File: src/rtl/ram_reader.sv
// -----------------------------------------------------------------------------
// ram_reader
//
// Owns the 32-location frame RAM. The write side fills it at any time, and on
// command this block plays back a run of 1..32 words starting at any base
// address. Playback goes to a downstream consumer over a valid/ready handshake.
//
// Ports
//   clk        system clock, all state changes on the rising edge
//   res        asynchronous active-high reset
//   wr_en      write strobe; writes wr_data to mem[wr_addr] on the edge
//   wr_addr    write address (5 bits)
//   wr_data    write data (WIDTH bits)
//   start      playback request, sampled only while idle
//   base       first read address, sampled with start
//   len        word count, sampled with start (0 = ignore, >32 treated as 32)
//   rd_addr    address of the word being fetched or presented
//   dout       playback data
//   dout_valid dout holds a word for the consumer
//   dout_ready consumer accepts dout
//   busy       playback in progress
//   done       one-cycle pulse after the last word is accepted
// -----------------------------------------------------------------------------
module ram_reader #(
   parameter int WIDTH = 8,
   parameter int DEPTH = 32
) (
   input  logic             clk,
   input  logic             res,
   input  logic             wr_en,
   input  logic [4:0]       wr_addr,
   input  logic [WIDTH-1:0] wr_data,
   input  logic             start,
   input  logic [4:0]       base,
   input  logic [5:0]       len,
   output logic [4:0]       rd_addr,
   output logic [WIDTH-1:0] dout,
   output logic             dout_valid,
   input  logic             dout_ready,
   output logic             busy,
   output logic             done
);

   typedef enum logic [1:0] {
      S_IDLE    = 2'd0,
      S_FETCH   = 2'd1,
      S_PRESENT = 2'd2,
      S_DONE    = 2'd3
   } state_t;

   // Storage is deliberately left out of reset so a reset mid-playback keeps
   // the frame intact.
   logic [WIDTH-1:0] r_mem [DEPTH];

   state_t           r_state;
   logic [5:0]       r_remaining;
   logic [4:0]       r_rd_addr;
   logic [WIDTH-1:0] r_dout;
   logic             r_valid;
   logic             r_busy;
   logic             r_done;

   logic [5:0]       w_len_clamped;
   logic             w_accept;

   // Requests longer than the RAM are clamped to one full pass.
   assign w_len_clamped = (len > 6'd32) ? 6'd32 : len;
   assign w_accept      = r_valid & dout_ready;

   // Write port runs independently of the playback state machine.
   always_ff @(posedge clk) begin
      if (wr_en) begin
         r_mem[wr_addr] <= wr_data;
      end
   end

   always_ff @(posedge clk or posedge res) begin
      if (res) begin
         r_state     <= S_IDLE;
         r_remaining <= 6'd0;
         r_rd_addr   <= 5'd0;
         r_dout      <= '0;
         r_valid     <= 1'b0;
         r_busy      <= 1'b0;
         r_done      <= 1'b0;
      end else begin
         case (r_state)
            S_IDLE: begin
               if (start && (len != 6'd0)) begin
                  r_rd_addr   <= base;
                  r_remaining <= w_len_clamped;
                  r_busy      <= 1'b1;
                  r_state     <= S_FETCH;
               end
            end

            // Nonblocking read of r_mem gives read-before-write when the
            // write side hits the same address on this edge.
            S_FETCH: begin
               r_dout  <= r_mem[r_rd_addr];
               r_valid <= 1'b1;
               r_state <= S_PRESENT;
            end

            // dout and rd_addr stay frozen until the consumer takes the word.
            S_PRESENT: begin
               if (w_accept) begin
                  r_valid     <= 1'b0;
                  r_remaining <= r_remaining - 6'd1;
                  if (r_remaining == 6'd1) begin
                     r_done  <= 1'b1;
                     r_state <= S_DONE;
                  end else begin
                     r_rd_addr <= r_rd_addr + 5'd1;  // wraps 31 -> 0
                     r_state   <= S_FETCH;
                  end
               end
            end

            // start is not looked at here, so a request during DONE is dropped.
            S_DONE: begin
               r_done  <= 1'b0;
               r_busy  <= 1'b0;
               r_state <= S_IDLE;
            end

            default: begin
               r_valid <= 1'b0;
               r_busy  <= 1'b0;
               r_done  <= 1'b0;
               r_state <= S_IDLE;
            end
         endcase
      end
   end

   assign rd_addr    = r_rd_addr;
   assign dout       = r_dout;
   assign dout_valid = r_valid;
   assign busy       = r_busy;
   assign done       = r_done;

endmodule

File: config.mk
export PLATFORM = sky130hd
export DESIGN_NAME = ram_reader
export DESIGN_NICKNAME = d
export VERILOG_FILES = /design/src/rtl/ram_reader.sv
export SDC_FILE = /design/constraint.sdc
export NUM_CORES = 1
export LEC_CHECK = 0
export BUFFER_PORTS_ARGS = -buffer_cell sky130_fd_sc_hd__buf_4
export CAP_MARGIN = 20
export CORE_MARGIN = 5
export CORE_UTILIZATION = 40
export DETAILED_ROUTE_END_ITERATION = 6
export PLACE_DENSITY = 0.66
export RECOVER_POWER = 25
export SKIP_LAST_GASP = 1
export SYNTH_ARGS = -nofsm -noshare
export SYNTH_HDL_FRONTEND = slang
export SYNTH_SLANG_ARGS = --single-unit
export TNS_END_PERCENT = 20
File: constraint.sdc
create_clock -name clk -period 2.41 [get_ports clk]
set_input_delay 0.241 -clock clk [delete_from_list [all_inputs] [get_ports clk]]
set_output_delay 0.241 -clock clk [all_outputs]
set_load 0.02 [all_outputs]
==> impl_metrics.json, run 1 <==
{
  "die_width_um": 178,
  "nFillCells": 2329,
  "worstSetupStartpoint": "rd_addr[0]",
  "cts_tree": "built",
  "clock_sinks": 280,
  "crit_path_max_fanout": 13,
  "ys_top_cells_by_area": "edfxtp_1 68%, mux4_2 7.2%, dfrtp_1 5.3%",
  "mappedNetlistNets": 653,
  "yosysMostFrequentCell": "edfxtp_1",
  "drtIter0Drc": 494,
  "timing.slew.headroom_pct": -6.53,
  "diodes": 0,
  "clock-root-buffer": "clkbuf_16",
  "layout.cells.non_filler": 1123,
  "num_io_pins": 45,
  "synth_top_area_share_pct": 68.5,
  "period_needed_ns": 2.45,
  "fp.dieH_um": 178,
  "netSwitchingPower_mw": 4.17,
  "r2r_start": "rd_addr[0]",
  "drc": 0,
  "worst_slack_ns": -0.0426,
  "layout.nets": 755,
  "synth_edf_count": 256,
  "worst_slew_pin_slew_ns": 1.60,
  "track_usage_pct": 15.8,
  "placed_cells": 1066,
  "hpwl_um": 16400,
  "r2r-end": "dout[4]",
  "htreeDepth": 1,
  "finalMaxSlewViolations": 99,
  "gp_congestion": 0.825,
  "hold_viol_final": 0,
  "max_freq_mhz": 408,
  "synth_commonest_cells": "256 x edfxtp_1, 50 x mux2i_1, 48 x nor2_1",
  "startpoint_type": "flip-flop",
  "switching_share_pct": 29.6,
  "grt_pass1_wl_um": 37900,
  "coreArea_mm2": 0.0278,
  "ys_types": 46,
  "synth_area_leader_cell": "edfxtp_1",
  "async_flop_share_pct": 8.57,
  "grt_max_degree": 36,
  "cts_buffers": 29,
  "drtPass1Iterations": 5,
  "drive_above_1_share_pct": 26.7,
  "seq_area_frac_synth_pct": 73.8,
  "vias": 6151,
  "setup.worst_path.end": "dout[4]",
  "crit_type": "reg2reg",
  "seqPwrFrac_pct": 41.7,
  "grt_pass1_vias": 6334,
  "syn_to_final_growth_pct": 18.3,
  "overflow": 0,
  "required_ns": 2.79,
  "rows": 61,
  "die_area_mm2": 0.0315,
  "wl_per_cell_um": 22.1,
  "r2r_slack_ns": -0.04,
  "clk_pin_slew_ns": 0.06,
  "hold_path_class": "in2reg",
  "utilization_pct": 47.8,
  "endpoint_kind": "flip-flop",
  "netlist_area_mm2": 0.0112,
  "finalCritPeriodShare_pct": 102,
  "multi_input_area_mm2": 0.00272,
  "syn_area_per_cell_um2": 18.1,
  "setup-violations-final": 1,
  "vdd_ir_drop_max_v": 0.000485,
  "port_buffers": 44,
  "power.density_mw_per_mm2": 1060,
  "rsz0062_at_grt": "true",
  "clk_latency_ns": 0.53,
  "ys_warn_count": 0,
  "power.internal_mw": 9.93,
  "ys_ff_latch": 280,
  "p_comb_share_pct": 28.0,
  "violations": "capacitance limit, slew limit, setup timing",
  "r2r_cells": 4,
  "syn_inst": 621,
  "yosys_most_used_dff": "edfxtp_1",
  "via_per_inst": 5.48,
  "arrival_ns": 2.83,
  "min_from": "dout_ready",
  "clockBufferDepth": 3,
  "leakagePower_nw": 4.52,
  "max_cap_violations": 3,
  "wl_um": 24800,
  "seq_area_mm2": 0.00829,
  "fin_total_pwr_mw": 14.1,
  "start_util_pct": 40.4,
  "fin_skew_ns": 0.0134,
  "ant_nets": 0,
  "antenna_found_initial": 0,
  "clockPowerShare_pct": 30.3,
  "status": "finished, violations left"
}
[power by group through the flow]
| stage | clock network (mW) | registers (mW) | logic, mW |
|---|---|---|---|
| detailed placement | 0 | 6.00 | 3.86 |
| finish | 4.27 | 5.87 | 3.95 |
| CTS | 4.35 | 5.90 | 3.89 |
| global route | 4.57 | 5.90 | 4.23 |
| floorplan | 0 | 5.93 | 2.62 |
| global placement | 0 | 5.98 | 3.79 |
[flip-flops by register name (all words and copies together), names as in the netlist]
register,cells
r_state,2
rd_addr,5
busy,1
dout_valid,1
r_mem,256
dout,8
r_remaining,6
done,1
[layout make-up]
cell class                 count  share of cell area [%]
timing repair buffer         104                    6.24
inverter                      13                   0.367
clock buffer                  34                    5.60
tap                          378                    3.56
clock inverter                19                    1.33
multi-input combinational    295                    20.5
sequential                   280                    62.4
[logic make-up (layout without fill, tap and decap cells)]
logic type      count (synthesis)  after routing  share of synthesized area, %
simple gates                  100            100                          4.27
buf+inv                        46            170                          2.01
mux                           107            107                          14.3
fa+ha+maj                       3              3                         0.334
compound gates                 85             85                          5.25
flops                         280            280                          73.8
[critical path, stage by stage (launching register included)]
cell and delay [ns]:
dfrtp_4 0.61, mux4_1 0.60, mux2_2 0.29, a2111oi_0 0.69
a211oi_1 0.11
[layer usage]
layer	global-route usage, %	share of wire [%]
met1	22.5	43
met2	25.0	47
met3	3.47	7.5
met4	3.67	2.0
met5	0	0
[stage by stage]
step / worst slack (ns) / instance area (µm²) / setup TNS, ns / hold slack [ns]
finish: -0.0426 / 13300 / -0.0426 / 0.0298
global route: -0.0953 / 13300 / -0.414 / 0.0359
CTS: -0.153 / 13300 / -0.381 / 0.00781
detailed placement: -0.145 / 12300 / -0.461 / 0.515
global placement: -0.0953 / 12300 / -0.290 / 0.506
floorplan: 0.275 / 11200 / 0 / 0.256
[layout by cell type, fill, tap and decap left out, types with 3 or more instances in the layout]
master,netlist,final
a2111oi_0,8,6
a211oi_1,16,16
a21oi_1,14,14
a221oi_1,3,3
a31oi_1,3,3
buf_12,1,3
buf_4,6,91
bufinv_16,0,3
clkbuf_1,19,11
clkbuf_16,0,29
clkinv_1,0,6
clkinv_2,0,5
clkinvlp_4,0,4
dfrtp_1,24,23
edfxtp_1,256,256
ha_1,3,3
inv_1,11,11
mux2_2,17,17
mux2i_1,50,50
mux4_1,4,4
mux4_2,36,36
nand2_1,16,16
nand3_1,8,8
nand3b_1,7,7
nor2_1,48,48
nor2b_1,3,3
nor3_1,3,3
o22ai_1,28,28
or3b_2,3,3
[worst min-delay path by stage]
stage | end | slack, ns | depth (start not counted)
2_1_floorplan | busy | 0.26 | 1
6_report | done | 0.03 | 3
3_3_place_gp | done | 0.51 | 2
5_1_grt | done | 0.04 | 3
4_1_cts | done | 0.008 | 3
3_5_place_dp | busy | 0.52 | 2
[repair_timing]
| item | CTS | global route |
|---|---|---|
| setup endpoints to repair | 5 | 7 |
| setup buffers | 0 | 1 |
| endpoints found under the hold margin | 25 | 0 |
| hold buffers | 2 | 0 |
| gates resized for setup | 1 | 2 |
(Power assumes the default switching activity.)
==> run 2: changes to the inputs <==
--- a/config.mk
+++ b/config.mk
@@ -5,6 +5,7 @@
 export SDC_FILE = /design/constraint.sdc
 export NUM_CORES = 1
 export LEC_CHECK = 0
+export ABC_AREA = 1
 export BUFFER_PORTS_ARGS = -buffer_cell sky130_fd_sc_hd__buf_4
 export CAP_MARGIN = 20
 export CORE_MARGIN = 5
==> run 2 against run 1 <==
Compared with the run above: the run ends with capacitance limit, slew limit left; register-to-register slack better by 0.53 ns; combinational power increased by 23%; power is 5.2% higher; synthesized cell count increased by 88%; largest cell class unchanged; largest power group unchanged; highest routed layer unchanged.
==> impl_metrics.json, run 2 <==
{
  "status": "finished, violations left",
  "violations": "capacitance limit, slew limit",
  "placed_cells": 1592,
  "nFillCells": 2708,
  "syn_inst": 1167,
  "layout_common_cells": "379 x nand2_1, 256 x edfxtp_1, 175 x nand3_1",
  "dr_wl_met2_um": 13800,
  "min_path_cells": 3,
  "seqPwrFrac_pct": 38.9,
  "drtIter0Drc": 643,
  "synth_commonest_cells": "379 x nand2_1, 256 x edfxtp_1, 175 x nand3_1",
  "wl_um": 29000,
  "place_area_mm2": 0.0130,
  "top_layer_used": "met4",
  "clockBufferDepth": 3,
  "finalCritPeriodShare_pct": 80.0,
  "cts_setup_buffers": 0,
  "period_needed_ns": 1.93,
  "seq_area_mm2": 0.00829,
  "antenna_found_initial": 0,
  "rsz0062_at_grt": "false",
  "netSwitchingPower_mw": 5.35,
  "switching_share_pct": 36.1,
  "wl_per_cell_um": 17.6,
  "yosys_most_used_dff": "edfxtp_1",
  "track_usage_pct": 16.9,
  "ant_nets": 0,
  "max_freq_mhz": 519,
  "regMostFlops": "r_mem",
  "vias": 8275,
  "yosysMostFrequentCell": "nand2_1",
  "drc": 0,
  "clockPowerShare_pct": 28.4,
  "largest_register_ffs": 256,
  "hold_viol_final": 0,
  "crit_type": "reg2reg",
  "cts_tree": "built",
  "r2r_slack_ns": 0.48,
  "max_cap_violations": 7,
  "ys_warn_count": 0,
  "fp.dieH_um": 184,
  "hold_path_class": "in2reg",
  "drive_above_1_share_pct": 10.3,
  "r2r-end": "dout[5]",
  "min_from": "base[2]",
  "rows": 63,
  "clock_sinks": 280,
  "leakagePower_nw": 5.64,
  "cts_buffers": 29,
  "syn_to_final_growth_pct": 14.6,
  "ys_top_cells_by_area": "edfxtp_1 63%, nand2_1 12%, nand3_1 7.2%",
  "finalMaxSlewViolations": 231,
  "met3_length_um": 1780,
  "ys_types": 28,
  "layout.nets": 1266,
  "timing.slew.headroom_pct": -18.3,
  "arrival_ns": 2.36,
  "ctsHoldBuffers": 1,
  "crit_path_max_fanout": 17,
  "hold-path-endpoint": "rd_addr[2]",
  "async_flop_share_pct": 8.57,
  "met1_length_um": 12700,
  "seq_area_frac_synth_pct": 68.4,
  "diodes": 0,
  "gp_congestion": 0.835,
  "synth_top_area_share_pct": 63.4,
  "cts_resized": 0,
  "power.density_mw_per_mm2": 1070,
  "hpwl_um": 17800,
  "die_area_mm2": 0.0339,
  "startpoint_type": "flip-flop",
  "clock-root-buffer": "clkbuf_16",
  "ys_ff_latch": 280,
  "final_area_mm2": 0.0139,
  "netlist_area_mm2": 0.0121,
  "drtPass1Iterations": 5,
  "required_ns": 2.84,
  "worst_slew_pin_slew_ns": 1.77,
  "clk_latency_ns": 0.55,
  "final_common_cell": "nand2_1",
  "via_per_inst": 5.02,
  "port_buffers": 44,
  "synth_area_leader_cell": "edfxtp_1",
  "num_io_pins": 45,
  "endpoint_kind": "flip-flop",
  "synth_edf_count": 256,
  "syn_area_per_cell_um2": 10.4,
  "setup_tns_ns": 0,
  "multi_input_area_mm2": 0.00302,
  "p_comb_share_pct": 32.7,
  "r2r_cells": 8,
  "vdd_ir_drop_max_v": 0.000792,
  "die_width_um": 184,
  "layout.cells.non_filler": 1647,
  "mappedNetlistNets": 1199,
  "coreArea_mm2": 0.0298,
  "fin_skew_ns": 0.0152,
  "grt_pass1_wl_um": 45200,
  "start_util_pct": 40.7,
  "power.internal_mw": 9.47,
  "grt_pass1_vias": 8126,
  "setup-violations-final": 0,
  "whs_ns": 0.0317,
  "overflow": 0,
  "grt_max_degree": 85,
  "htreeDepth": 1,
  "r2r_start": "rd_addr[3]",
  "clk_pin_slew_ns": 0.06
}
[run 2: cell count changes after synthesis, moves of 36 or more]
cell | previous run | this run
inv_1 | 11 | 121
mux2i_1 | 50 | 1
mux4_2 | 36 | 0
nand2_1 | 16 | 379
nand3_1 | 8 | 175
nor2_1 | 48 | 90
[run 2: layer usage]
metal | GRT usage [%] | up-vias
met1 | 23.4 | 3978
met3 | 2.43 | 48
met5 | 0 | -
li1 | - | 3987
met2 | 28.2 | 262
met4 | 4.82 | 0
[run 2: how the worst max path moves through the flow]
stage                     slack (ns)       start  endpoint  depth (start not counted)
after floorplan                 0.90  rd_addr[0]   dout[0]                         12
after global placement          0.50  rd_addr[3]   dout[7]                          8
after detailed placement        0.45  rd_addr[3]   dout[5]                          8
after CTS                       0.39  rd_addr[3]   dout[7]                          8
after global routing            0.32  rd_addr[3]   dout[7]                          8
final                           0.48  rd_addr[3]   dout[5]                          8
[run 2: power by group through the flow]
stage               clock [mW]  combinational [mW]  sequential [mW]
floorplan                    0                3.29             5.92
global placement             0                4.78             5.85
finish                    4.21                4.85             5.77
detailed placement           0                4.84             5.86
global route              4.48                5.38             5.79
CTS                       4.27                4.87             5.76
[run 2: cell families (layout without fill, tap and decap cells)]
| family | count (synthesis) | count (layout) | share of synthesized area, % |
|---|---|---|---|
| AOI/OAI and AO/OA | 49 | 49 | 2.11 |
| xor gates and xnor gates | 2 | 2 | 0.145 |
| adders and majority gates | 3 | 3 | 0.310 |
| buffers and inverters | 180 | 270 | 6.66 |
| DFF | 280 | 280 | 68.4 |
| muxes | 1 | 1 | 0.0826 |
| and+or+nand+nor | 652 | 652 | 22.3 |
[run 2: cell type report]
cell class                 count  share of cell area (%)
timing repair buffer          88                    5.04
multi-input combinational    707                    21.8
clock buffer                  43                    5.89
tap                          390                    3.52
clock inverter                11                   0.577
inverter                     128                    3.47
sequential                   280                    59.7
[run 2: critical path, stage by stage, from the launching register on]
cell	delay [ns]
dfrtp_1	0.46
nand2_1	0.12
clkinv_1	0.46
nand3_1	0.32
nand2_1	0.10
nor2_1	0.15
nand2_1	0.07
nand3_1	0.08
nand2_1	0.06
[run 2: per-stage QoR]
stage / util (%) / worst slack [ns] / total power, mW
finish: 46.6 / 0.483 / 14.8
global route: 46.6 / 0.324 / 15.7
CTS: 46.7 / 0.394 / 14.9
detailed placement: 43.6 / 0.446 / 10.7
global placement: 43.6 / 0.502 / 10.6
floorplan: - / 0.895 / 9.21
==> run 3: changes to the inputs <==
--- a/config.mk
+++ b/config.mk
@@ -5,13 +5,13 @@
 export SDC_FILE = /design/constraint.sdc
 export NUM_CORES = 1
 export LEC_CHECK = 0
-export ABC_AREA = 1
+export ABC_AREA = 0
 export BUFFER_PORTS_ARGS = -buffer_cell sky130_fd_sc_hd__buf_4
 export CAP_MARGIN = 20
 export CORE_MARGIN = 5
 export CORE_UTILIZATION = 40
 export DETAILED_ROUTE_END_ITERATION = 6
-export PLACE_DENSITY = 0.66
+export PLACE_DENSITY = 0.68
 export RECOVER_POWER = 25
 export SKIP_LAST_GASP = 1
 export SYNTH_ARGS = -nofsm -noshare
==> constraint.sdc (replaced) <==
create_clock -name clk -period 1.7 [get_ports clk]
set_input_delay 0.17 -clock clk [delete_from_list [all_inputs] [get_ports clk]]
set_output_delay 0.17 -clock clk [all_outputs]
set_load 0.02 [all_outputs]
==> run 3 against run 2 <==
Compared with the run above: utilization is 3.9 points higher; via count decreased by 22%; wire length decreased by 7.9%; first-iteration DRC count is 2.8% higher; clock power increased by 54%; maximum frequency shrank 6.1%; global-route usage is essentially flat; final area up 1.1%; non-clock buffer count rose by 73; power rose by 46%; setup slack got worse by 0.84 ns; combinational power rose by 44%; the flow finishes with violations (capacitance limit, slew limit, setup timing).
==> impl_metrics.json, run 3 (synthesis gave the netlist of run 1 again) <==
{
  "htreeDepth": 1,
  "p_comb_share_pct": 32.1,
  "hold_path_class": "in2reg",
  "die_area_mm2": 0.0315,
  "drtIter0Drc": 661,
  "crit_path_max_fanout": 7,
  "syn_to_final_growth_pct": 25.0,
  "whs_ns": 0.0584,
  "largest_register_ffs": 256,
  "max_cap_violations": 6,
  "r2r_start": "rd_addr[0]",
  "clockPowerShare_pct": 29.8,
  "arrival_ns": 2.45,
  "coreArea_mm2": 0.0278,
  "clock-root-buffer": "clkbuf_16",
  "fin_skew_ns": 0.00666,
  "r2r-end": "dout[0]",
  "wl_per_cell_um": 22.6,
  "rsz0062_at_grt": "true",
  "grt_max_degree": 33,
  "seqPwrFrac_pct": 38.1,
  "min_from": "len[2]",
  "hold-path-endpoint": "r_remaining[2]",
  "setup-violations-final": 13,
  "hold_viol_final": 0,
  "fin_total_pwr_mw": 21.7,
  "r2r_cells": 5,
  "wl_um": 26700,
  "max_freq_mhz": 487,
  "clockBufferDepth": 3,
  "layout_common_cells": "256 x edfxtp_1, 139 x buf_4, 50 x mux2i_1",
  "grt_pass1_vias": 6875,
  "hpwl_um": 17600,
  "leakagePower_nw": 4.90,
  "power.density_mw_per_mm2": 1550,
  "clk_pin_slew_ns": 0.06,
  "start_util_pct": 40.4,
  "rows": 61,
  "cp_cell_sequence": "buf_12, mux4_2, mux2_4, a2111oi_4, a211oi_1",
  "finalCritPeriodShare_pct": 121,
  "period_needed_ns": 2.05,
  "required_ns": 2.10,
  "layout.nets": 811,
  "worst_slack_ns": -0.354,
  "timing.slew.headroom_pct": -15.8,
  "crit_path_max_incr_delay_ns": 0.50,
  "grt_pass1_wl_um": 40700,
  "finalMaxSlewViolations": 198,
  "status": "finished, violations left",
  "clk_latency_ns": 0.53,
  "cts_buffers": 28,
  "gp_congestion": 0.867,
  "drive_above_1_share_pct": 33.3,
  "violations": "capacitance limit, slew limit, setup timing",
  "startpoint_type": "flip-flop",
  "min_path_cells": 4,
  "clock_sinks": 280,
  "crit_type": "reg2reg",
  "switching_share_pct": 29.5,
  "overflow": 0,
  "ant_nets": 0,
  "via_per_inst": 5.51,
  "regMostFlops": "r_mem",
  "diodes": 0,
  "antenna_found_initial": 0,
  "die_width_um": 178,
  "cts_tree": "built",
  "track_usage_pct": 17.0,
  "power.internal_mw": 15.3,
  "drc": 0,
  "fp.dieH_um": 178,
  "num_io_pins": 45,
  "port_buffers": 44,
  "vdd_ir_drop_max_v": 0.000842,
  "utilization_pct": 50.5,
  "netSwitchingPower_mw": 6.40,
  "endpoint_kind": "flip-flop",
  "worst_slew_pin_slew_ns": 1.74,
  "dp_slack_ns": -0.394,
  "r2r_slack_ns": -0.35,
  "slowest_stage": "dfrtp_4",
  "final_common_cell": "edfxtp_1",
  "drtPass1Iterations": 5,
  "vias": 6492
}
==> run 3: per-layer routing <==
metal | vias up | GRT usage (%) | wire length (µm)
li1 | 2839 | - | -
met1 | 3357 | 21.9 | 10800
met2 | 254 | 30.5 | 13900
met3 | 42 | 2.36 | 1500
met4 | 0 | 3.80 | 437
met5 | - | 0 | 0
==> run 3: power groups by stage <==
stage               Combinational, mW  Clock, mW  Sequential (mW)
floorplan                        4.17          0             8.41
global placement                 6.59          0             8.35
detailed placement               6.72          0             8.38
CTS                              6.93       6.60             8.24
global route                     7.41       6.90             8.28
finish                           6.97       6.47             8.26
==> run 3: worst max-delay path by stage <==
stage,to,slack [ns],start,cells past startpoint
after floorplan,dout[6],-0.25,rd_addr[0],7
after global placement,dout[5],-0.32,rd_addr[0],7
after detailed placement,dout[4],-0.39,rd_addr[0],7
after CTS,dout[0],-0.35,rd_addr[0],5
after global routing,dout[0],-0.41,rd_addr[0],5
final,dout[0],-0.35,rd_addr[0],5
==> run 3: final cells by class <==
class | count | area, µm²
Inverter | 13 | 48.8
Tap cell | 378 | 473
Sequential cell | 280 | 8290
Fill cell | 2216 | 13700
Clock buffer | 37 | 776
Clock inverter | 15 | 214
Multi-Input combinational cell | 295 | 2910
Timing Repair Buffer | 161 | 1320
==> run 3: repair_timing <==
| action | in CTS | in global routing |
|---|---|---|
| pin swaps | 0 | 2 |
| buffers inserted | 0 | 1 |
| hold buffers | 6 | 0 |
| cloned | 1 | 0 |
| resized for setup | 2 | 5 |
| hold endpoints to repair | 31 | 0 |
| endpoints found under the setup margin | 13 | 18 |
==> run 3: critical path: cells and delay by family, from the launching register on <==
family | cells | cell delay [ns]
flip-flops | 1 | 0.50
multiplexers | 2 | 0.79
buffers and inverters | 1 | 0.15
AO/OA/AOI/OAI | 2 | 0.47
==> run 3: metrics by stage <==
stage               area [µm²]  TNS (ns)  std cells
CTS                      14000     -2.99       1178
finish                   14000     -2.85       1179
floorplan                11400     -2.11        621
global placement         12900     -3.10       1119
detailed placement       12900     -3.71       1119
global route             14000     -3.85       1179
